**src/rtl/alu_demo_pkg.sv**
```systemverilog
// Shared types and result arithmetic for the add/sub/compare display sequencer.
package alu_demo_pkg;

   localparam int A_W   = 4;
   localparam int B_W   = 5;
   localparam int RES_W = 6;

   typedef enum logic [2:0] {
      ST_IDLE      = 3'd0,
      ST_SHOW_SUM  = 3'd1,
      ST_SHOW_DIFF = 3'd2,
      ST_SHOW_MAX  = 3'd3,
      ST_SHOW_GT   = 3'd4
   } state_t;

   localparam logic [1:0] DISP_SEL_SUM  = 2'd0;
   localparam logic [1:0] DISP_SEL_DIFF = 2'd1;
   localparam logic [1:0] DISP_SEL_MAX  = 2'd2;
   localparam logic [1:0] DISP_SEL_GT   = 2'd3;

   // Operands are zero-extended to the result width before any arithmetic.
   function automatic logic [RES_W-1:0] alu_result(input logic [1:0]     sel,
                                                   input logic [A_W-1:0] a,
                                                   input logic [B_W-1:0] b);
      logic [RES_W-1:0] ax;
      logic [RES_W-1:0] bx;
      logic [RES_W-1:0] res;
      ax = {2'b00, a};
      bx = {1'b0, b};
      case (sel)
         DISP_SEL_SUM:  res = ax + bx;
         DISP_SEL_DIFF: res = ax - bx;
         DISP_SEL_MAX:  res = (ax > bx) ? ax : bx;
         default:       res = {5'b00000, (ax > bx)};
      endcase
      return res;
   endfunction

endpackage

```
**src/rtl/hold_timer.sv**
```systemverilog
// Down-counter that holds a result for HOLD_CYCLES cycles; expire flags terminal count.
module hold_timer #(
   parameter int CNT_W       = 26,
   parameter int HOLD_CYCLES = 50_000_000
) (
   input  logic clk,
   input  logic rst_n,
   input  logic load,
   input  logic en,
   output logic expire
);

   localparam logic [CNT_W-1:0] RELOAD = CNT_W'(HOLD_CYCLES - 1);

   logic [CNT_W-1:0] cnt;

   always_ff @(posedge clk) begin
      if (!rst_n) begin
         cnt <= '0;
      end else if (load) begin
         cnt <= RELOAD;
      end else if (en && (cnt != '0)) begin
         cnt <= cnt - CNT_W'(1);
      end
   end

   assign expire = en && (cnt == '0);

endmodule

```
**src/rtl/alu_seq_reader.sv**
```systemverilog
// Captures an operand pair and steps sum/diff/max (and gt with ALU_SEQ_READER_GT_EN)
// onto the display bus, each held for HOLD_CYCLES cycles.
//
// state        | meaning
// ST_IDLE      | waiting for a handshake, start_ready high
// ST_SHOW_SUM  | showing a+b
// ST_SHOW_DIFF | showing a-b mod 64
// ST_SHOW_MAX  | showing the larger operand
// ST_SHOW_GT   | showing a>b (only with ALU_SEQ_READER_GT_EN)
module alu_seq_reader
   import alu_demo_pkg::*;
#(
   parameter int HOLD_CYCLES = 50_000_000,
   parameter int CNT_W       = 26
) (
   input  logic             clk,
   input  logic             rst_n,
   input  logic             start_valid,
   output logic             start_ready,
   input  logic [A_W-1:0]   a_in,
   input  logic [B_W-1:0]   b_in,
   input  logic             abort,
   output logic [RES_W-1:0] disp_data,
   output logic [1:0]       disp_sel,
   output logic             disp_strobe,
   output logic             busy,
   output logic             done
);

   state_t         state;
   logic [A_W-1:0] a_q;
   logic [B_W-1:0] b_q;
   logic           show;
   logic           hs;
   logic           expire;
   logic           load;

   assign show = (state != ST_IDLE);
   // Abort beats a simultaneous offer in IDLE.
   assign hs   = (state == ST_IDLE) && start_valid && !abort;
   assign load = hs || (show && expire);

   hold_timer #(
      .CNT_W       (CNT_W),
      .HOLD_CYCLES (HOLD_CYCLES)
   ) u_hold_timer (
      .clk    (clk),
      .rst_n  (rst_n),
      .load   (load),
      .en     (show),
      .expire (expire)
   );

   always_ff @(posedge clk) begin
      if (!rst_n) begin
         state       <= ST_IDLE;
         a_q         <= '0;
         b_q         <= '0;
         start_ready <= 1'b1;
         disp_data   <= '0;
         disp_sel    <= DISP_SEL_SUM;
         disp_strobe <= 1'b0;
         busy        <= 1'b0;
         done        <= 1'b0;
      end else begin
         disp_strobe <= 1'b0;
         done        <= 1'b0;
         if (state == ST_IDLE) begin
            if (hs) begin
               a_q         <= a_in;
               b_q         <= b_in;
               state       <= ST_SHOW_SUM;
               disp_data   <= alu_result(DISP_SEL_SUM, a_in, b_in);
               disp_sel    <= DISP_SEL_SUM;
               disp_strobe <= 1'b1;
               busy        <= 1'b1;
               start_ready <= 1'b0;
            end
         end else if (abort) begin
            state       <= ST_IDLE;
            busy        <= 1'b0;
            start_ready <= 1'b1;
         end else if (expire) begin
            case (state)
               ST_SHOW_SUM: begin
                  state       <= ST_SHOW_DIFF;
                  disp_data   <= alu_result(DISP_SEL_DIFF, a_q, b_q);
                  disp_sel    <= DISP_SEL_DIFF;
                  disp_strobe <= 1'b1;
               end
               ST_SHOW_DIFF: begin
                  state       <= ST_SHOW_MAX;
                  disp_data   <= alu_result(DISP_SEL_MAX, a_q, b_q);
                  disp_sel    <= DISP_SEL_MAX;
                  disp_strobe <= 1'b1;
               end
`ifdef ALU_SEQ_READER_GT_EN
               ST_SHOW_MAX: begin
                  state       <= ST_SHOW_GT;
                  disp_data   <= alu_result(DISP_SEL_GT, a_q, b_q);
                  disp_sel    <= DISP_SEL_GT;
                  disp_strobe <= 1'b1;
               end
`endif
               default: begin
                  state       <= ST_IDLE;
                  busy        <= 1'b0;
                  start_ready <= 1'b1;
                  done        <= 1'b1;
               end
            endcase
         end
      end
   end

endmodule

```
**config.mk**
```make
export PLATFORM = sky130hd
export DESIGN_NAME = alu_seq_reader
export DESIGN_NICKNAME = d
export VERILOG_FILES = /design/src/rtl/alu_demo_pkg.sv /design/src/rtl/hold_timer.sv /design/src/rtl/alu_seq_reader.sv
export SDC_FILE = /design/constraint.sdc
export NUM_CORES = 1
export LEC_CHECK = 0
export ABC_AREA = 1
export CAP_MARGIN = 20
export CORE_ASPECT_RATIO = 1.2
export CORE_UTILIZATION = 37
export CTS_BUF_LIST = sky130_fd_sc_hd__clkbuf_4 sky130_fd_sc_hd__clkbuf_8
export DETAILED_ROUTE_END_ITERATION = 6
export PLACE_DENSITY_LB_ADDON = 0.3
export SYNTH_ARGS = -nofsm -noshare
export SYNTH_HDL_FRONTEND = slang
export SYNTH_SLANG_ARGS = --single-unit
```
**constraint.sdc**
```tcl
create_clock -name clk -period 2.5 [get_ports clk]
set_clock_uncertainty 0.2 [all_clocks]
set_input_delay 0.5 -clock clk [delete_from_list [all_inputs] [get_ports clk]]
set_output_delay 0.5 -clock clk [all_outputs]
set_load 0.05 [all_outputs]
```
==> flow_metrics.py, run 1 <==
metrics = {
    "status": {
        "status": "finished clean",
    },
    "logic_synthesis": {
        "synth_area_sq_um": 3240,
        "synth.area.top_cells": "dfxtp_1 30%, nand2_1 12%, nor2_1 7.2%, inv_1 5.9%, nand3_1 5.4%",
        "ys_ff_latch": 49,
        "yosysMostFrequentCell": "nand2_1",
        "synth_top_area_frac": 0.303,
        "synth_cells": 471,
        "synthFlopType": "dfxtp_1",
        "yosysTopAreaCell": "dfxtp_1",
        "synth_nets": 499,
        "synth_warnings": 0,
        "synth_edf_count": 0,
        "synth_seq_area_share": 0.303,
        "avgSynthCellArea_sq_um": 6.88,
        "synth_cell_types": 33,
        "netlist_top_cells_count": "107 x nand2_1, 62 x nor2_1, 51 x inv_1",
        "synthArstFlopShare": 0,
    },
    "critical_path": {
        "critPathMaxStageDelay_ps": 810,
        "crit_chain": "clkdlybuf4s50_1",
        "critPathLaunchType": "flop",
        "crit_slowest_cell": "clkdlybuf4s50_1",
        "cp_num_buf_inv": 1,
        "cp_data_required_time_ps": 1800,
        "crit_family": "buffers and inverters",
        "worstSetupPathType": "flop to primary output",
        "crit_arrival_ps": 1490,
        "end_kind": "primary output",
        "path_max_fanout": 2,
    },
    "clock_network": {
        "cts_tree": "done",
        "clockBufferDepth": 2,
        "root_buffer": "clkbuf_8",
        "cts.sinks": 49,
        "post_cts_buffers": 0,
        "holdBufCountCts": 0,
        "htreeDepth": 2,
        "ctsResizeCount": 0,
        "clock_latency_ps": 310,
        "cts_buffers": 5,
        "clkSlewWorstSetupHoldPaths_ps": 100,
    },
    "finish": {
        "fill_cells": 916,
        "seq_area_sq_um": 981,
        "antenna_cells": 0,
        "multi_input_area_sq_um": 1980,
        "area_growth_pct": 15.2,
        "nets": 525,
        "drive_gt1_frac": 0.118,
        "stdcell_count": 615,
        "stdcell_area_sq_um": 3730,
    },
    "timing": {
        "rsz0062_at_grt": "false",
        "finalSetupViolCount": 0,
        "max_freq_mhz": 456,
        "period_share": 0.878,
        "fin_crit_ps": 2190,
        "fin_setup_tns_ps": 0,
        "relSlewSlack": 0.661,
        "hold_violations": 0,
        "final-max-slew-violation-count": 0,
        "worstMarginPinSlew_ps": 507,
    },
    "floorplan": {
        "core_sq_um": 8520,
        "initial_utilization": 0.381,
        "row_count": 37,
        "ios": 25,
        "die_height_microns": 105,
        "die_w_microns": 87.5,
        "die_area_sq_um": 9140,
    },
    "route": {
        "drtIter0Drc": 108,
        "avgViaCountPerCell": 4.96,
        "vias": 3048,
        "wl_per_cell_microns": 12.7,
        "ant_nets": 0,
        "drc": 0,
        "drtPass1Iterations": 4,
        "wirelength_mm": 7.79,
    },
    "global_route": {
        "antenna_found_initial": 0,
        "grtUsageTotal": 0.183,
        "grt_pass1_vias": 2931,
        "grt_pass1_wl_mm": 13.2,
        "gr-total-overflow": 0,
        "grt_max_degree": 26,
    },
    "placement": {
        "placed_area_sq_um": 3600,
        "place.gp.congestion": 0.863,
        "dp_cells": 607,
        "port-buffer-count": 24,
        "dp_hpwl_mm": 6.02,
    },
    "pwr": {
        "power.leakage_nw": 1.75,
        "ir_worst_vdd_mv": 0.565,
        "power.density_nw_per_um2": 1070,
        "finalPower_mw": 4.00,
    },
    "job": {
        "maxCapViolCount": 0,
    },
    "hold_path": {
        "hold_class": "flop to flop",
    },
}
[logic make-up after synthesis]
| family | after synthesis | share of synthesized area |
|---|---|---|
| AO/OA/AOI/OAI | 74 | 0.134 |
| XOR/XNOR | 15 | 0.0405 |
| adder cells (fa/ha/maj) | 15 | 0.0625 |
| buffers and inverters | 65 | 0.0861 |
| flip-flops | 49 | 0.303 |
| AND/OR/NAND/NOR | 253 | 0.374 |
[worst paths after layout]
check / start / endpoint / slack [ps] / cells past startpoint
setup reg to reg: a_q[0]$_SDFFE_PN0P_ / disp_data[1]$_SDFFE_PN0P_ / 310 / 11
hold reg to reg: a_q[0]$_SDFFE_PN0P_ / a_q[0]$_SDFFE_PN0P_ / 280 / 2
hold / removal: a_q[0]$_SDFFE_PN0P_ / a_q[0]$_SDFFE_PN0P_ / 280 / 2
setup / recovery: disp_data[3]$_SDFFE_PN0P_ / disp_data[3] / 310 / 1
[layout by cell type, fill, tap and decap left out, types with 3 or more instances in the layout]
cell	count
nor2_1	62
o21bai_1	5
xor2_1	6
inv_1	51
xnor2_1	9
ha_1	13
nand2_2	6
nand3_1	35
dfxtp_1	49
nand2_1	107
clkbuf_8	5
o211ai_1	5
nand4_1	7
buf_4	5
o21ai_0	25
nand3_2	13
a21o_1	4
a21oi_1	31
clkdlybuf4s50_1	24
nor2_2	11
inv_2	3
nor2_4	6
[layout make-up]
class,instances,area share
multi-input combinational,357,0.531
tap,117,0.0392
clock buffer,5,0.0184
inverter,55,0.0560
sequential,49,0.263
clock inverter,3,0.0184
timing repair buffer,29,0.0744
[through the flow]
step	setup WS [ps]	hold slack, ps	util
floorplan	549	247	-
global placement	23.8	247	0.422
detailed placement	-20.1	267	0.422
CTS	294	292	0.438
global route	110	318	0.438
finish	305	284	0.438
[power breakdown]
| part | total, mW | switching (mW) | internal, mW |
|---|---|---|---|
| logic | 2.20 | 1.44 | 0.763 |
| registers | 1.12 | 0.171 | 0.945 |
| clock network | 0.689 | 0.286 | 0.403 |
| total | 4.00 | 1.89 | 2.11 |
[worst reg2reg max path, cell delays in order, from the launching register on]
cell     delay (ps)
dfxtp_1         330
inv_1            50
ha_1            220
fa_1            410
inv_1            70
nand3_1          60
nand2_1         140
nand2_1         160
o21ai_0         210
nand2_1         110
nor2_1          100
nor2_1           50
[metal layers]
layer,part of all wire,routed length (microns),global-route usage,vias to the layer above
met5,0,0,0,-
met4,0.023,176,0.0667,0
met3,0.032,252,0.0292,16
met2,0.51,3970,0.333,49
met1,0.44,3390,0.210,1409
li1,-,-,-,1574
[sequential cells by signal, indices dropped and copies added, names as in the netlist]
signal,flops
u_hold_timer.cnt,26
disp_data,6
b_q,5
a_q,4
disp_sel,2
state,2
busy,1
disp_strobe,1
done,1
start_ready,1
Power figures use the tool's default switching activity.
==> run 2, diff against run 1 <==
--- a/config.mk
+++ b/config.mk
@@ -11,7 +11,9 @@
 export CORE_UTILIZATION = 37
 export CTS_BUF_LIST = sky130_fd_sc_hd__clkbuf_4 sky130_fd_sc_hd__clkbuf_8
 export DETAILED_ROUTE_END_ITERATION = 6
+export DONT_BUFFER_PORTS = 1
 export PLACE_DENSITY_LB_ADDON = 0.3
+export SETUP_SLACK_MARGIN = 0.5
 export SYNTH_ARGS = -nofsm -noshare
 export SYNTH_HDL_FRONTEND = slang
 export SYNTH_SLANG_ARGS = --single-unit
==> constraint.sdc (replaced) <==
create_clock -name clk -period 2.3 [get_ports clk]
set_clock_uncertainty 0.2 [all_clocks]
set_input_delay 0.46 -clock clk [delete_from_list [all_inputs] [get_ports clk]]
set_output_delay 0.46 -clock clk [all_outputs]
set_load 0.05 [all_outputs]
==> flow_metrics.py, run 2 (synthesis gave the netlist of run 1 again) <==
metrics = {
    "status": {
        "status": "finished clean",
    },
    "placement": {
        "place.gp.congestion": 0.866,
        "place_ws_ps": 253,
        "dp_cells": 582,
        "port-buffer-count": 0,
        "dp_hpwl_mm": 5.90,
    },
    "timing": {
        "final-max-slew-violation-count": 0,
        "worstMarginPinSlew_ps": 542,
        "fin_ws_ps": 420,
        "relSlewSlack": 0.638,
        "fin_setup_tns_ps": 0,
        "finalSetupViolCount": 0,
        "hold_violations": 0,
        "period_share": 0.817,
        "rsz0062_at_grt": "true",
        "fin_crit_ps": 1880,
        "max_freq_mhz": 532,
    },
    "finish": {
        "stdcell_count": 607,
        "largest_reg_flops": 26,
        "area_growth_pct": 19.9,
        "antenna_cells": 0,
        "top_regs": "u_hold_timer.cnt (26), disp_data (6), b_q (5)",
        "layout_commonest_cell": "nand2_1",
        "layout_common_cells": "99 x nand2_1, 54 x nor2_1, 46 x inv_1, 34 x dfxtp_1, 32 x nand3_1",
        "nets": 517,
        "drive_gt1_frac": 0.259,
        "top_register": "u_hold_timer.cnt",
    },
    "critical_path": {
        "end_kind": "flop",
        "ff2ff_setup_slack_ps": 420,
        "cp_data_required_time_ps": 2350,
        "worstSetupPathType": "flop to flop",
        "crit_slowest_cell": "dfxtp_2",
        "crit_family": "simple AND/OR/NAND/NOR gates",
        "path_max_fanout": 6,
        "crit_chain": "inv_2 -> ha_4 -> fa_2 -> inv_2 -> nand3_2 -> nand2_4 -> nand2_4 -> nand2_2 -> nand3_2 -> nand2_2 -> nand3_1 -> a21oi_1",
        "cp_num_buf_inv": 2,
        "critPathLaunchType": "flop",
        "crit_arrival_ps": 1930,
        "critPathMaxStageDelay_ps": 350,
    },
    "job": {
        "maxCapViolCount": 0,
    },
    "clock_network": {
        "cts.sinks": 49,
        "clock_latency_ps": 310,
        "clkSlewWorstSetupHoldPaths_ps": 100,
        "htreeDepth": 2,
        "clockBufferDepth": 2,
        "holdBufCountCts": 0,
        "root_buffer": "clkbuf_8",
        "cts_tree": "done",
        "cts_buffers": 5,
    },
    "global_route": {
        "gr-total-overflow": 0,
        "grt_max_degree": 39,
        "antenna_found_initial": 0,
        "grt_pass1_wl_mm": 13.9,
        "grt_pass1_vias": 2998,
        "grtUsageTotal": 0.192,
    },
    "floorplan": {
        "die_w_microns": 87.5,
        "row_count": 37,
        "ios": 25,
        "die_area_sq_um": 9140,
        "core_sq_um": 8520,
        "initial_utilization": 0.381,
        "die_height_microns": 105,
    },
    "route": {
        "drtIter0Drc": 111,
        "ant_nets": 0,
        "wl_per_cell_microns": 13.3,
        "vias": 2976,
        "drc": 0,
        "wirelength_mm": 8.08,
        "avgViaCountPerCell": 4.90,
        "drtPass1Iterations": 4,
    },
    "pwr": {
        "ir_worst_vdd_mv": 0.562,
        "power.leakage_nw": 1.78,
        "power.density_nw_per_um2": 1170,
    },
    "hold_path": {
        "hold_class": "primary input to flop",
    },
}
-- run 2: area by class of cell --
type | instances | area [sq um]
Clock buffer | 5 | 68.8
Clock inverter | 3 | 25.0
Fill cell | 882 | 4630
Inverter | 55 | 219
Multi-Input combinational cell | 357 | 2230
Sequential cell | 49 | 1000
Tap cell | 117 | 146
Timing Repair Buffer | 21 | 190
-- run 2: worst paths after layout --
kind / cells after the start / startpoint / to
setup / recovery: 12 / a_q[0]$_SDFFE_PN0P_ / disp_data[3]$_SDFFE_PN0P_
hold / removal: 1 / rst_n / start_ready$_SDFFE_PN1P_
setup reg to reg: 12 / a_q[0]$_SDFFE_PN0P_ / disp_data[3]$_SDFFE_PN0P_
hold reg to reg: 2 / state[0]$_SDFFE_PN0P_ / state[0]$_SDFFE_PN0P_
-- run 2: where the power goes --
group          switching [mW]  internal (mW)
combinational            1.54           1.02
clock                   0.327          0.220
sequential              0.388           1.04
-- run 2: what timing repair did --
item	CTS	global route
gates resized for setup	35	41
setup endpoints to repair	34	47
setup buffers	8	9
pin swaps	12	13
-- run 2: per-stage QoR --
step                      hold slack [ps]  area, sq um  utilization  power (mW)
after floorplan                       249         3270            -        3.11
after global placement                266         3380        0.397        3.50
after detailed placement              273         3380        0.397        3.54
after CTS                            16.3         3670        0.431        4.29
after global routing                 21.6         3890        0.456        4.94
final                                33.1         3890        0.456        4.54
-- run 2: layer usage --
metal / vias up / wire, microns / share of wire / track usage
met3: 14 / 331 / 0.041 / 0.0324
met4: 0 / 167 / 0.021 / 0.0621
met5: - / 0 / 0 / 0
met2: 63 / 4190 / 0.52 / 0.344
met1: 1348 / 3390 / 0.42 / 0.228
li1: 1551 / - / - / -
